`src/rtl/axi_memtest_master.sv`:
```
// AXI4 memory test master: writes a seed-XOR-index pattern over NUM_BURSTS bursts,
// reads it back, and reports mismatches (data or rlast position) with the first failing address.
module axi_memtest_master #(
    parameter int unsigned ADDR_WIDTH = 26,
    parameter int unsigned DATA_WIDTH = 16,
    parameter logic [7:0]  BURST_LEN  = 8'd63,
    parameter logic [15:0] NUM_BURSTS = 16'd16
) (
    input  logic                  clk,
    input  logic                  rstn_async,
    input  logic                  start,
    input  logic [ADDR_WIDTH-1:0] base_addr,
    input  logic [DATA_WIDTH-1:0] seed,
    output logic                  busy,
    output logic                  done,
    output logic                  pass,
    output logic [15:0]           err_count,
    output logic [ADDR_WIDTH-1:0] first_err_addr,
    output logic                  awvalid,
    input  logic                  awready,
    output logic [ADDR_WIDTH-1:0] awaddr,
    output logic [7:0]            awlen,
    output logic                  wvalid,
    input  logic                  wready,
    output logic                  wlast,
    output logic [DATA_WIDTH-1:0] wdata,
    input  logic                  bvalid,
    output logic                  bready,
    output logic                  arvalid,
    input  logic                  arready,
    output logic [ADDR_WIDTH-1:0] araddr,
    output logic [7:0]            arlen,
    input  logic                  rvalid,
    output logic                  rready,
    input  logic                  rlast,
    input  logic [DATA_WIDTH-1:0] rdata
);
    localparam int unsigned           BYTES       = DATA_WIDTH / 8;
    localparam int unsigned           BEATS       = int'(BURST_LEN) + 1;
    localparam logic [ADDR_WIDTH-1:0] BURST_BYTES = ADDR_WIDTH'(BEATS * BYTES);
    localparam logic [DATA_WIDTH-1:0] BEATS_D     = DATA_WIDTH'(BEATS);
    localparam logic [15:0]           LAST_BURST  = NUM_BURSTS - 16'd1;

    typedef enum logic [2:0] {S_IDLE, S_AW, S_W, S_B, S_AR, S_R, S_DONE} state_t;

    logic [1:0] rst_sync_q;
    logic       rst_n;
    state_t     state_q, state_d;

    logic [ADDR_WIDTH-1:0] base_q, addr_q, first_err_q;
    logic [DATA_WIDTH-1:0] seed_q, wdata_q, gbase_q;
    logic [7:0]            beat_q;
    logic [15:0]           burst_q, err_q;

    logic                  last_beat, last_burst, start_ok, rd_fire, rd_end, beat_bad;
    logic [DATA_WIDTH-1:0] exp_data;

    // Reset asserts immediately, releases two clocks after rstn_async rises.
    always_ff @(posedge clk or negedge rstn_async) begin
        if (!rstn_async) rst_sync_q <= 2'b00;
        else             rst_sync_q <= {rst_sync_q[0], 1'b1};
    end
    assign rst_n = rst_sync_q[1];

    assign last_beat  = (beat_q == BURST_LEN);
    assign last_burst = (burst_q == LAST_BURST);
    assign start_ok   = start && (state_q == S_IDLE || state_q == S_DONE);
    assign exp_data   = seed_q ^ (gbase_q + DATA_WIDTH'(beat_q));
    assign rd_fire    = (state_q == S_R) && rvalid;
    assign rd_end     = rd_fire && (rlast || last_beat);
    assign beat_bad   = rd_fire && ((rdata != exp_data) || (rlast != last_beat));

    always_ff @(posedge clk or negedge rst_n) begin
        if (!rst_n) state_q <= S_IDLE;
        else        state_q <= state_d;
    end

    always_comb begin
        state_d = state_q;
        case (state_q)
            S_IDLE, S_DONE: if (start) state_d = S_AW;
            S_AW:           if (awready) state_d = S_W;
            S_W:            if (wready && last_beat) state_d = S_B;
            S_B:            if (bvalid) state_d = last_burst ? S_AR : S_AW;
            S_AR:           if (arready) state_d = S_R;
            S_R:            if (rd_end) state_d = last_burst ? S_DONE : S_AR;
            default:        state_d = S_IDLE;
        endcase
    end

    always_ff @(posedge clk or negedge rst_n) begin
        if (!rst_n) begin
            base_q      <= '0;
            addr_q      <= '0;
            first_err_q <= '0;
            seed_q      <= '0;
            wdata_q     <= '0;
            gbase_q     <= '0;
            beat_q      <= '0;
            burst_q     <= '0;
            err_q       <= '0;
        end else if (start_ok) begin
            base_q      <= base_addr;
            addr_q      <= base_addr;
            seed_q      <= seed;
            wdata_q     <= seed;
            gbase_q     <= '0;
            beat_q      <= '0;
            burst_q     <= '0;
            err_q       <= '0;
            first_err_q <= '0;
        end else begin
            case (state_q)
                S_W: if (wready) begin
                    if (last_beat) begin
                        beat_q <= '0;
                    end else begin
                        beat_q  <= beat_q + 8'd1;
                        wdata_q <= seed_q ^ (gbase_q + DATA_WIDTH'(beat_q) + DATA_WIDTH'(1));
                    end
                end
                // Burst bookkeeping advances on the write response; rewinds for the read pass.
                S_B: if (bvalid) begin
                    if (last_burst) begin
                        burst_q <= '0;
                        addr_q  <= base_q;
                        gbase_q <= '0;
                        wdata_q <= seed_q;
                    end else begin
                        burst_q <= burst_q + 16'd1;
                        addr_q  <= addr_q + BURST_BYTES;
                        gbase_q <= gbase_q + BEATS_D;
                        wdata_q <= seed_q ^ (gbase_q + BEATS_D);
                    end
                end
                S_R: if (rvalid) begin
                    if (beat_bad) begin
                        if (err_q != 16'hFFFF) err_q <= err_q + 16'd1;
                        if (err_q == 16'd0)
                            first_err_q <= addr_q + ADDR_WIDTH'(32'(beat_q) * BYTES);
                    end
                    if (rd_end) begin
                        beat_q <= '0;
                        if (!last_burst) begin
                            burst_q <= burst_q + 16'd1;
                            addr_q  <= addr_q + BURST_BYTES;
                            gbase_q <= gbase_q + BEATS_D;
                        end
                    end else begin
                        beat_q <= beat_q + 8'd1;
                    end
                end
                default: ;
            endcase
        end
    end

    // Valid/ready strobes decode the state alone; data and addresses come from registers.
    assign awvalid        = (state_q == S_AW);
    assign wvalid         = (state_q == S_W);
    assign wlast          = (state_q == S_W) && last_beat;
    assign bready         = (state_q == S_B);
    assign arvalid        = (state_q == S_AR);
    assign rready         = (state_q == S_R);
    assign awaddr         = addr_q;
    assign araddr         = addr_q;
    assign awlen          = BURST_LEN;
    assign arlen          = BURST_LEN;
    assign wdata          = wdata_q;
    assign busy           = (state_q != S_IDLE) && (state_q != S_DONE);
    assign done           = (state_q == S_DONE);
    assign pass           = done && (err_q == 16'd0);
    assign err_count      = err_q;
    assign first_err_addr = first_err_q;
endmodule

```
`config.mk`:
```
export PLATFORM = sky130hd
export DESIGN_NAME = axi_memtest_master
export DESIGN_NICKNAME = d
export VERILOG_FILES = /design/src/rtl/axi_memtest_master.sv
export SDC_FILE = /design/constraint.sdc
export NUM_CORES = 1
export LEC_CHECK = 0
export ABC_AREA = 0
export CORE_MARGIN = 4
export CORE_UTILIZATION = 40
export DETAILED_ROUTE_END_ITERATION = 10
export PLACE_DENSITY = 0.75
export REMOVE_ABC_BUFFERS = 1
export SYNTH_ARGS = -nofsm -noshare
export SYNTH_HDL_FRONTEND = slang
export SYNTH_SLANG_ARGS = --single-unit
```
`constraint.sdc`:
```
create_clock -name clk -period 14.4 [get_ports clk]
set_input_delay 1.44 -clock clk [delete_from_list [all_inputs] [get_ports clk]]
set_output_delay 1.44 -clock clk [all_outputs]
set_load 0.02 [all_outputs]
```
==> run summary, run 1 <==
The most used flip-flop cell after synthesis is dfrtp_1. For the pin with the worst max-slew slack, the measured transition is about 1.0 ns. The initial antenna violation count is 2. The launch instance of the worst register-to-register path is beat_q[0]. The met3 usage in global routing came out at between 3 and 4%. The simple-gate portion of the synthesized area came out at around a quarter. The final net count came out at roughly 1400. The post-cts gate resize count came out at 0. After global routing, the most crowded layer is met2. The post-synthesis xor/xnor area fraction came out at around 7.8%. The number of rows in the core area came out at 58. The power density over the cells came out at ~190 nW/um^2.

The worst setup path is of the reg -> out kind. In this run the cell area measured after placement is 12050 sq um. For this configuration, the core starts out at a cell density of 40.79%. The number of buffers on the longest clock path came out at 2. The area enclosed by the die boundary came out at between 20000 and 30000 sq um. STA classifies the critical path startpoint as a flip-flop. The compound-gate portion of the synthesized area is between 10 and 15%.

The master cell of the clock root buffer is clkbuf_16. The path class of the tightest hold or removal check is reg -> async. The post-detailed-routing wire length is 28250 microns. The kind of end point of the critical path is an output port. Setup repair after global routing left no endpoint under its margin. Setup violations remaining at the end of the flow were counted as 0. The leading cell type in the layout, fill and taps excluded is nand2_1.

The via count of the first global-routing pass came out at roughly 9000. The share of cell area taken by muxes after synthesis came out at between 4 and 5%. The placed cell count came out at ~1600.

The maximum number of pins on one net before global-route repair is 82. The final period utilization came out at between 30% and 40%. Of the cells placed in the final design, the portion with a size suffix greater than 1 is under 10%.

The average vias per placed instance came out at ~5.5. Yosys mapped a number of flops with a built-in enable equal to 0. The first detailed-routing pass took 6 iterations. The clock insertion delay at the later pin of the skew report came out at around 0.43 ns. The final weighted congestion in routability-driven placement is between 0.9 and 1.

The number of fillers in the final layout is around 2400. Counting flops and latches in the post-synthesis netlist gives between 150 and 200. The met2 usage in global routing came out at 32.92%. The count of yosys warnings during synthesis came out at 0. The accumulated negative setup slack came out at 0 ns.

The final design area excluding fillers is between 10000 and 15000 sq um. The remaining antenna violation count after routing is 0. The number of input and output port buffers inserted came out at between 150 and 200.

The final instance count without filler cells came out at 1677. The worst setup path startpoint is beat_q[0]. The first global-routing pass estimated approximately 47000 microns of wire.

The synthesized netlist devotes between 2 and 2.5% of its cell area to adder and majority cells. Of all nets on the critical path, the largest fanout is 12. The floorplan step set the die height to about 170 microns. The async set or reset register ratio after synthesis came out at 100.0%. The clock edge transition at the registers on the reported setup and hold paths came out at 0.08 ns.

Global routing finished with a remaining overflow of 0. The estimated wirelength of the detail-placed design is 20080 microns. The leakage power total came out at 0.005449 uW.

The H-tree level count came out at 4. The final worst clock skew is between 0.01 and 0.015 ns. The clock drives 165 sinks. TritonCTS created 17 clock buffers. In this run the horizontal extent of the chip is 168.7 microns.

The number of buffers inserted for hold repair after clock tree synthesis came out at 0. The number of hold violations in the final report is 0. The met1 layer usage reported by global route is 26.21%. The synthesized area per cell is about 8.4 sq um. The average wire per standard cell came out at approximately 17 microns. The worst-case vdd ir drop is 0.09391 mV. Timing would allow up to 226.5 MHz. STA puts the critical path data arrival time at ~3.0 ns.

The number of pins with negative max-slew slack in the final report is 0. The gate count after technology mapping is 1225. The library cells used most frequently in the layout, excluding fill and tap cells, are nand2_1, clkdlybuf4s50_1, dfrtp_1, nor2_1, o21ai_0. The total vias in the final route came out at ~9200.

Measured against its own limit, the worst slew margin works out to 31.13%. The flow ran to the end, and the final reports show no timing, DRC or antenna violations. The max-capacitance violation count is 0.

The post-route DRC violation count came out at 0. The fraction of the yosys area taken by sequential cells came out at ~40%. The data required time of the critical path is between 10 and 15 ns. The synthesized netlist contains 82 unique library cells. Relative to the synthesized area, the layout overhead comes to 22.25%.

The area inside the core boundary came out at approximately 25000 sq um. The overall track demand over capacity in global routing is between 15 and 20%. TritonCTS built the clock tree.

The final critical path time including I/O delays and setup came out at roughly 4.4 ns. The synthesized area is 10330 sq um. The number of buffers added for setup after CTS is 0. The count of pins on the block boundary is 202. The violation count after the first detailed-route iteration is between 800 and 900. By area, the combinational part of the netlist is dominated by simple AND/OR/NAND/NOR gates.
-- critical path: stages (launching register included) --
cell,delay (ns)
dfrtp_1,0.59
ha_1,0.27
nand3_1,0.16
or4_1,0.65
nor3_1,0.22
clkdlybuf4s50_1,0.65
-- layer usage --
metal | vias to the layer above | part of all wire [%] | wire [microns]
li1 | 4418 | - | -
met1 | 4459 | 44 | 12320
met5 | - | 0.053 | 15
met3 | 44 | 5.3 | 1499
met2 | 280 | 49 | 13850
met4 | 2 | 2.0 | 569
-- sequential cells by signal (all words and copies together), names as in the netlist --
name / flops
araddr: 26
state_q: 3
first_err_addr: 26
seed_q: 16
rst_sync_q: 2
beat_q: 8
err_count: 16
base_q: 26
burst_q: 16
gbase_q: 10
wdata: 16
-- area by class of cell --
class                      instances  area [sq um]  area share (%)
multi-input combinational        935          5512           43.64
sequential                       165          4133           32.72
timing repair buffer             193          1912           15.14
clock buffer                      17         425.4           3.368
tap                              330         412.9           3.269
clock inverter                    15         153.9           1.219
inverter                          21         78.83          0.6241
antenna                            1         2.502         0.01981
-- cells in the mapped netlist, types with 4 or more instances --
cell type	count	area share, %
dfrtp_1	165	40
nor3_1	27	1.3
inv_1	20	0.73
nand2b_1	6	0.36
o22a_1	4	0.34
and2_1	10	0.61
clkbuf_1	46	1.7
or3_1	22	1.3
o41ai_1	6	0.51
nor2_1	79	2.9
buf_4	44	3.2
nand2_1	258	9.4
o211ai_1	18	1.3
xnor2_1	54	4.6
a21oi_1	44	2.1
ha_1	18	2.2
and4_1	6	0.51
buf_1	10	0.36
mux2i_1	38	3.7
a21o_1	4	0.29
o22ai_1	9	0.54
o21ai_0	76	3.7
xor2_1	36	3.1
o21ai_1	9	0.44
and3_1	18	1.1
buf_2	12	0.58
nor2b_1	10	0.61
o31ai_1	8	0.58
buf_6	4	0.44
a31oi_1	19	1.2
nor4_1	7	0.42
nand3_1	49	2.4
nand4_1	24	1.5
-- final timing paths --
kind / endpoint / slack (ns) / cells past startpoint
max: wlast / 9.98 / 5
min: base_q[11] / 0.23 / 0
max reg2reg: first_err_addr[23] / 10.39 / 10
min reg2reg: base_q[11] / 0.23 / 0
max in group asynchronous: burst_q[8] / 12.82 / 1
min in group clk: rst_sync_q[1] / 0.35 / 0
-- kinds of logic (layout without fill, tap and decap cells) --
logic type	count (synthesis)	in the layout
AO/OA/AOI/OAI	226	226
XOR/XNOR	91	91
adder cells (fa/ha/maj)	20	20
buffers and inverters	140	246
flip-flops	165	165
multiplexers	41	41
other	2	18
AND/OR/NAND/NOR	540	540
-- stage by stage --
step           hold slack [ns]  utilization (%)  total power, uW  worst slack (ns)
2_1_floorplan           0.3312                -             1475             8.710
3_3_place_gp            0.2329            47.57             1880             9.953
3_5_place_dp            0.2331            47.57             1911             9.829
4_1_cts                 0.2407            49.86             2371             9.975
5_1_grt                 0.2595            49.87             2529             9.827
6_report                0.2299            49.87             2358             9.984
-- power by group --
| part | leakage [uW] | internal [uW] | switching (uW) |
|---|---|---|---|
| Sequential | 0.00212 | 599 | 180 |
| Clock | 0.000281 | 233 | 219 |
| Combinational | 0.00304 | 486 | 641 |
| Total | 0.00545 | 1320 | 1040 |
(Power assumes the default switching activity.)
==> run 2: changes to the inputs <==
- PLACE_DENSITY: 0.75 -> 0.78
- clock period: 14.4 -> 3.9 ns (I/O delays scaled with it)
==> run 2 against run 1 <==
Effect of this change:
- cell count up 0.36%
- register-to-register slack got worse by 9.9 ns
- critical endpoint is now first_err_addr[18]
- worst hold slack got worse by 0.12 ns
- core utilization increased by 0.32 points
- clock power increased to 3.7 times the previous value
- highest routed layer is now met4
==> run summary, run 2 (same netlist as run 1, synthesis figures left out) <==
The number of buffers on the longest clock path is 2 (unchanged). The flow ran to the end, and the final reports show no timing, DRC or antenna violations. For the finished layout, the period the worst path requires is about 3.4 ns.

The count of pins on the block boundary came out at 202 (unchanged). The worst-case vdd ir drop is 0.4173 mV (+340%). The number of setup violations in the final report is 0 (unchanged). The clock edge transition at the registers on the reported setup and hold paths came out at 0.07 ns (about the same). The number of buffers inserted for hold repair after clock tree synthesis came out at 0 (unchanged).

The synthesis-to-finish area growth came out at 23.03%. The slew of the pin with the lowest slew margin came out at 0.7269 ns (-0.3062 ns). The die span in y is 168.7 microns (unchanged). The final worst clock skew came out at 0.01155 ns (-0.002153 ns). The total vias in the final route was 9256 (+0.58%). The initial standard-cell utilization of the core was 40.79% (unchanged).

TritonCTS built the clock tree. The final design area excluding fillers came out at 12710 sq um (+0.64%). The type of the worst setup path is reg -> reg. The wire length of the first global-routing pass is 46840 microns (+0.71%). The final weighted congestion in routability-driven placement is 0.8948 (-3.8%). The number of pins with negative max-slew slack in the final report is 0 (unchanged). The path class of the tightest hold or removal check is in -> async. The final critical-path setup slack came to 0.4613 ns (-9.523 ns). The maximum number of pins on one net before global-route repair was 88 (+7.3%). The violation count after the first detailed-route iteration came out at 962 (+15%). The signal on the critical path passes through ha_1, nand3_1, or4_1, ha_1, nor2_1, nand4_1, nor4_4, or3_2, buf_12, mux2i_1. The upper clock frequency limit came out at 290.8 MHz. The post-route DRC violation count is 0 (unchanged). The arrival time at the worst endpoint came to 3.78 ns (+0.80 ns). The max-capacitance violation count was 0 (unchanged). The H-tree level count came out at 4 (unchanged). The remaining antenna violation count after routing came out at 0 (unchanged).

The average wire per standard cell came out at 17.00 microns (+0.95%). Among all stages on the critical path, the largest delay is contributed by or4_1. The CTS buffer count came out at 17 (unchanged).

The top cell types in the final layout, fill and taps aside, are nand2_1, clkdlybuf4s50_1, dfrtp_1, nor2_1, o21ai_0. The relative max-transition margin came to 51.54% (+20 points). The final net count is 1425 (+0.42%). The clock insertion delay at the later pin of the skew report came out at 0.43 ns (about the same). The global route total overflow came out at 0 (unchanged). The master cell of the clock root buffer is clkbuf_16. The number of fillers in the final layout came out at 2344 (-1.8%). Leaving out fill and tap cells, the most frequent cell in the layout is nand2_1. The area inside the core boundary was 25330 sq um (unchanged). The number of rows in the core area is 58 (unchanged). The area enclosed by the die boundary came out at 28460 sq um (unchanged). The number of sinks handled by clock tree synthesis came out at 165 (unchanged). The data required time of the critical path is 4.24 ns (-8.72 ns).

The accumulated negative setup slack came out at 0 ns (unchanged). The post-cts gate resize count came out at 0 (unchanged). The via count of the first global-routing pass came out at 8906 (-1.1%). The worst setup path is launched from a flip-flop. The die width came out at 168.7 microns (unchanged). The largest fanout of any net on the critical path came out at 17 (+5). The number of hold violations in the final report came out at 0 (unchanged).

The kind of end point of the critical path is a flip-flop. The share of cells above drive strength 1 was 5.325% (+0.42 points). The average vias per placed instance was 5.500 (+0.22%). Setup repair after global routing left no endpoint under its margin. The first-pass detailed-route iteration total came out at 5 (-1). The estimated wirelength of the detail-placed design is 20420 microns (+1.7%).

The initial antenna violation count came to 1 (-1). The number of buffers added for setup after CTS is 0 (unchanged). The final critical path takes up between 80 and 90% of the cycle.

The leakage power total is 0.005493 uW (+0.81%). The placement-stage worst setup slack is 0.4915 ns (-9.338 ns). The power density over the cells came out at 690.0 nW/um^2 (+270%).

The buffer and inverter count on the worst path is 1 (unchanged). The post-detailed-routing wire length came out at 28620 microns (+1.3%). The placed standard-cell area came out at 12130 sq um (+0.69%). The final design utilization came to 50.19% (+0.32 points). The maximum cell stage delay along the critical path is 0.62 ns (-0.03 ns). The worst hold slack across all endpoints is 0.1115 ns (-0.1184 ns). The most frequent cell on the critical path is ha_1.

The overall track demand over capacity in global routing is 20.07% (+0.29 points). The number of input and output port buffers inserted was 185 (unchanged). The dominant delay contributor by cell family on the critical path is simple AND/OR/NAND/NOR gates.
run 2: worst reg2reg max path: stages, from the launching register on:
cell and delay, ns:
dfrtp_1 0.53, ha_1 0.25, nand3_1 0.16, or4_1 0.62, ha_1 0.34, nor2_1 0.10, nand4_1 0.18, nor4_4 0.30
or3_2 0.41, buf_12 0.23, mux2i_1 0.23
run 2: worst paths after layout:
path / to / from / slack (ns) / cells after the start
min in group clk: rst_sync_q[1] / rst_sync_q[0] / 0.36 / 0
hold reg to reg: base_q[13] / rst_sync_q[1] / 0.23 / 0
hold / removal: rst_sync_q[1] / rstn_async / 0.11 / 1
max in group asynchronous: seed_q[14] / rst_sync_q[1] / 2.63 / 1
setup reg to reg: first_err_addr[18] / beat_q[0] / 0.46 / 10
setup / recovery: first_err_addr[18] / beat_q[0] / 0.46 / 10
run 2: final cells by class:
type / count / area [sq um] / area share (%)
diodes: 1 / 2.502 / 0.01969
flip-flops and latches: 165 / 4133 / 32.51
repair buffers: 199 / 1994 / 15.69
multi-input cells: 935 / 5512 / 43.36
clock buffers: 18 / 439.2 / 3.455
clock inverters: 14 / 138.9 / 1.093
inverters: 21 / 78.83 / 0.6201
well taps: 330 / 412.9 / 3.248
run 2: routing by layer:
metal / GRT usage [%] / part of all wire, % / vias to the layer above
li1: - / - / 4416
met1: 27.21 / 44 / 4475
met2: 32.57 / 49 / 323
met3: 3.760 / 5.5 / 42
met4: 6.528 / 1.8 / 0
met5: 0 / 0 / -
run 2: per-stage QoR:
step / total power, uW / instances
2_1_floorplan: 5446 / 1121
3_3_place_gp: 7009 / 1650
3_5_place_dp: 7120 / 1650
4_1_cts: 8824 / 1682
5_1_grt: 9412 / 1683
6_report: 8771 / 1683
run 2: power breakdown:
part           internal [uW]  switching (uW)
clock network            917             761
logic                   1820            2390
registers               2210             663
total                   4950            3820
==> run 3: changes to the inputs <==
--- a/config.mk
+++ b/config.mk
@@ -12,3 +12,2 @@
 export PLACE_DENSITY = 0.78
-export REMOVE_ABC_BUFFERS = 1
 export SYNTH_ARGS = -nofsm -noshare
--- a/constraint.sdc
+++ b/constraint.sdc
@@ -3,2 +3,2 @@
 set_output_delay 0.39 -clock clk [all_outputs]
-set_load 0.02 [all_outputs]
+set_load 0.1 [all_outputs]
==> run 3 against run 2 <==
Effect of this change:
- die area did not move
- via count rose by 1.2%
- sequential share of layout area rose by 0.28 points
- count of clock-buffer cells in the layout rose by 1
- worst hold slack improved by 0.0092 ns
==> run summary, run 3 (same netlist as run 1, synthesis figures left out) <==
The number of fillers in the final layout came out at 2329 (-0.64%). The global route total overflow is 0 (unchanged). The routed wire length on met2 came to 14210 microns (+1.5%). The routed length on met3 is 1710 microns (+9.4%).

The synthesis-to-finish area growth came out at 21.97%. The final weighted congestion in routability-driven placement came out at 0.9189 (+2.7%). Setup repair after global routing left no endpoint under its margin. The combinational share of power is 59.8% (+12 points). The relative max-transition margin is 31.92% (-20 points). The clock edge transition at the registers on the reported setup and hold paths came out at 0.06 ns (about the same). The number of hold violations in the final report is 0 (unchanged). The area inside the core boundary is 25330 sq um (unchanged). The die width came to 168.7 microns (unchanged). The initial standard-cell utilization of the core is 40.79% (unchanged). The switching portion of total power is 55.38% (+12 points). The final design utilization came out at 49.75% (-0.43 points). The path type of the worst min-delay path is in -> async. The average vias per placed instance is 5.589 (+1.6%).

The number of sinks handled by clock tree synthesis is 165 (unchanged). The initial antenna violation count is 0 (-1). The largest fanout of any net on the critical path is 21 (+4). The detailed-route wire length on metal 1 is 12120 microns (-3.2%).

The fraction of power consumed by the clock network came out at 13.9% (-5.2 points). The data required time of the critical path came out at 4.25 ns (about the same). The detailed router used layers up to and including met4. The post-route total power came out at 10940 uW (+25%).

The number of buffers on the longest clock path came out at 2 (unchanged). The number of buffers added for setup after CTS came to 0 (unchanged). In the layout the commonest cells are nand2_1, clkdlybuf4s50_1, dfrtp_1, nor2_1, o21ai_0.

The number of setup violations in the final report came out at 0 (unchanged). The critical path is of the reg -> reg type. The worst-case vdd ir drop came out at 0.6028 mV (+44%). The accumulated negative setup slack came out at 0 ns (unchanged). The die span in y came out at 168.7 microns (unchanged).

The clock insertion delay at the later pin of the skew report is 0.43 ns (about the same). The slack of the worst reg-to-reg path is 0.40 ns (-0.06 ns). The final worst clock skew came to 0.009598 ns (-0.001954 ns). Traced cell by cell, the critical path runs through ha_1, nand3_1, or4_1, ha_1, nor2b_1, a21oi_4, or2_4, nor2_1, nand4_1, o21ai_0.

The number of pins with negative max-slew slack in the final report was 0 (unchanged). The overall track demand over capacity in global routing is 19.70% (-0.37 points). The maximum number of pins on one net before global-route repair is 79 (-10%). The final net count is 1425 (unchanged).

The final instance count without filler cells is 1676 (-0.42%). The total vias in the final route was 9367 (+1.2%). The kind of end point of the critical path is a flip-flop. The first-pass detailed-route iteration total is 5 (unchanged).

The proportion of power drawn by flip-flops and latches came out at 26.3% (-6.5 points). The final period utilization came out at 89.80% (+1.6 points). The number of antenna diodes came to 0 (-1). The master cell of the clock root buffer is clkbuf_16. The remaining antenna violation count after routing came to 0 (unchanged). The power density over the cells is 868.1 nW/um^2 (+26%). The post-route DRC violation count is 0 (unchanged). The area enclosed by the die boundary came out at 28460 sq um (unchanged). The H-tree level count came out at 4 (unchanged). The placed cell count is 1650 (unchanged). The net switching power of the design is 6058 uW (+59%). The slew of the pin with the lowest slew margin was 1.018 ns (+0.2912 ns). The number of buffers inserted for hold repair after clock tree synthesis is 0 (unchanged). The arrival time at the worst endpoint was 3.85 ns (+0.07 ns). The maximum cell stage delay along the critical path came out at 0.63 ns (about the same). The post-detailed-routing wire length came out at 28680 microns (+0.22%). The post-cts gate resize count is 0 (unchanged). The number of rows in the core area came out at 58 (unchanged). The wire length of the first global-routing pass is 46490 microns (-0.74%). The share of cells above drive strength 1 came out at 5.052% (-0.27 points). The estimated wirelength of the detail-placed design came to 20680 microns (+1.3%). The leakage power total came out at 0.005462 uW (-0.58%).

The number of input and output port buffers inserted is 185 (unchanged). The most frequent cell on the critical path is ha_1. The count of pins on the block boundary came out at 202 (unchanged). The internal power component is 4881 uW (-1.5%). The CTS buffer count was 17 (unchanged). Among all stages on the critical path, the largest delay is contributed by or4_1. The upper clock frequency limit came out at 285.6 MHz (-1.8%). The max-capacitance violation count came out at 0 (unchanged). TritonCTS built the clock tree. The nature of the critical path startpoint is a flip-flop. The final critical path time including I/O delays and setup came out at 3.502 ns (+0.06332 ns).

The violation count after the first detailed-route iteration came out at 863 (-10%). Leaving out fill and tap cells, the most frequent cell in the layout is nand2_1. The flow ran to the end, and the final reports show no timing, DRC or antenna violations. The via count of the first global-routing pass is 8947 (+0.46%). The average wire per standard cell came to 17.11 microns (+0.64%).
run 3: cell count changes in the layout (fill, tap and decap cells not counted), sizes merged:
cell           previous run  this run
buf                      14        19
clkbuf                   18        19
clkdlybuf4s50           185       180
clkinv                    2         6
clkinvlp                  2         0
diode                     1         0
inv                      30        21
run 3: worst max-delay path: cells and delay by family, from the launching register on:
kind / cells / cell delay (ns)
adders and majority gates: 2 / 0.50
and+or+nand+nor: 6 / 2.12
AOI/OAI and AO/OA: 2 / 0.27
DFF: 1 / 0.55
run 3: final timing paths:
path	end	startpoint	cells after the start
worst max-delay path	burst_q[6]	beat_q[0]	10
worst min-delay path	rst_sync_q[1]	rstn_async	1
worst max register to register	burst_q[6]	beat_q[0]	10
worst min register to register	base_q[19]	rst_sync_q[1]	0
max in group asynchronous	err_count[1]	rst_sync_q[1]	1
min in group clk	rst_sync_q[1]	rst_sync_q[0]	0
run 3: layout make-up:
cell class / instances / area, sq um / share of cell area (%)
Tap cell: 330 / 412.9 / 3.277
Inverter: 21 / 78.83 / 0.6256
Sequential cell: 165 / 4133 / 32.80
Clock inverter: 7 / 63.81 / 0.5064
Timing Repair Buffer: 199 / 1969 / 15.63
Multi-Input combinational cell: 935 / 5510 / 43.73
Clock buffer: 19 / 432.9 / 3.436
run 3: through the flow:
stage	instance area [sq um]	setup slack, ns	hold slack, ns
floorplan	10390	0.06584	0.09441
global placement	12100	0.6438	0.3334
detailed placement	12100	0.4901	0.3365
CTS	12600	0.4643	0.1163
global route	12600	0.1176	0.1107
finish	12600	0.3980	0.1207
run 3: per-layer routing:
layer,vias to the layer above,GRT usage (%)
li1,4408,-
met1,4587,26.01
met2,318,32.80
met3,54,3.596
met4,0,6.528
met5,-,0
run 3: power by group through the flow:
stage / Clock [uW] / Sequential [uW] / Combinational [uW]
after floorplan: 0 / 4190 / 3890
after global placement: 0 / 2870 / 6450
after detailed placement: 0 / 2900 / 6530
after CTS: 1540 / 2870 / 6560
after global routing: 1610 / 2970 / 6950
final: 1520 / 2880 / 6540
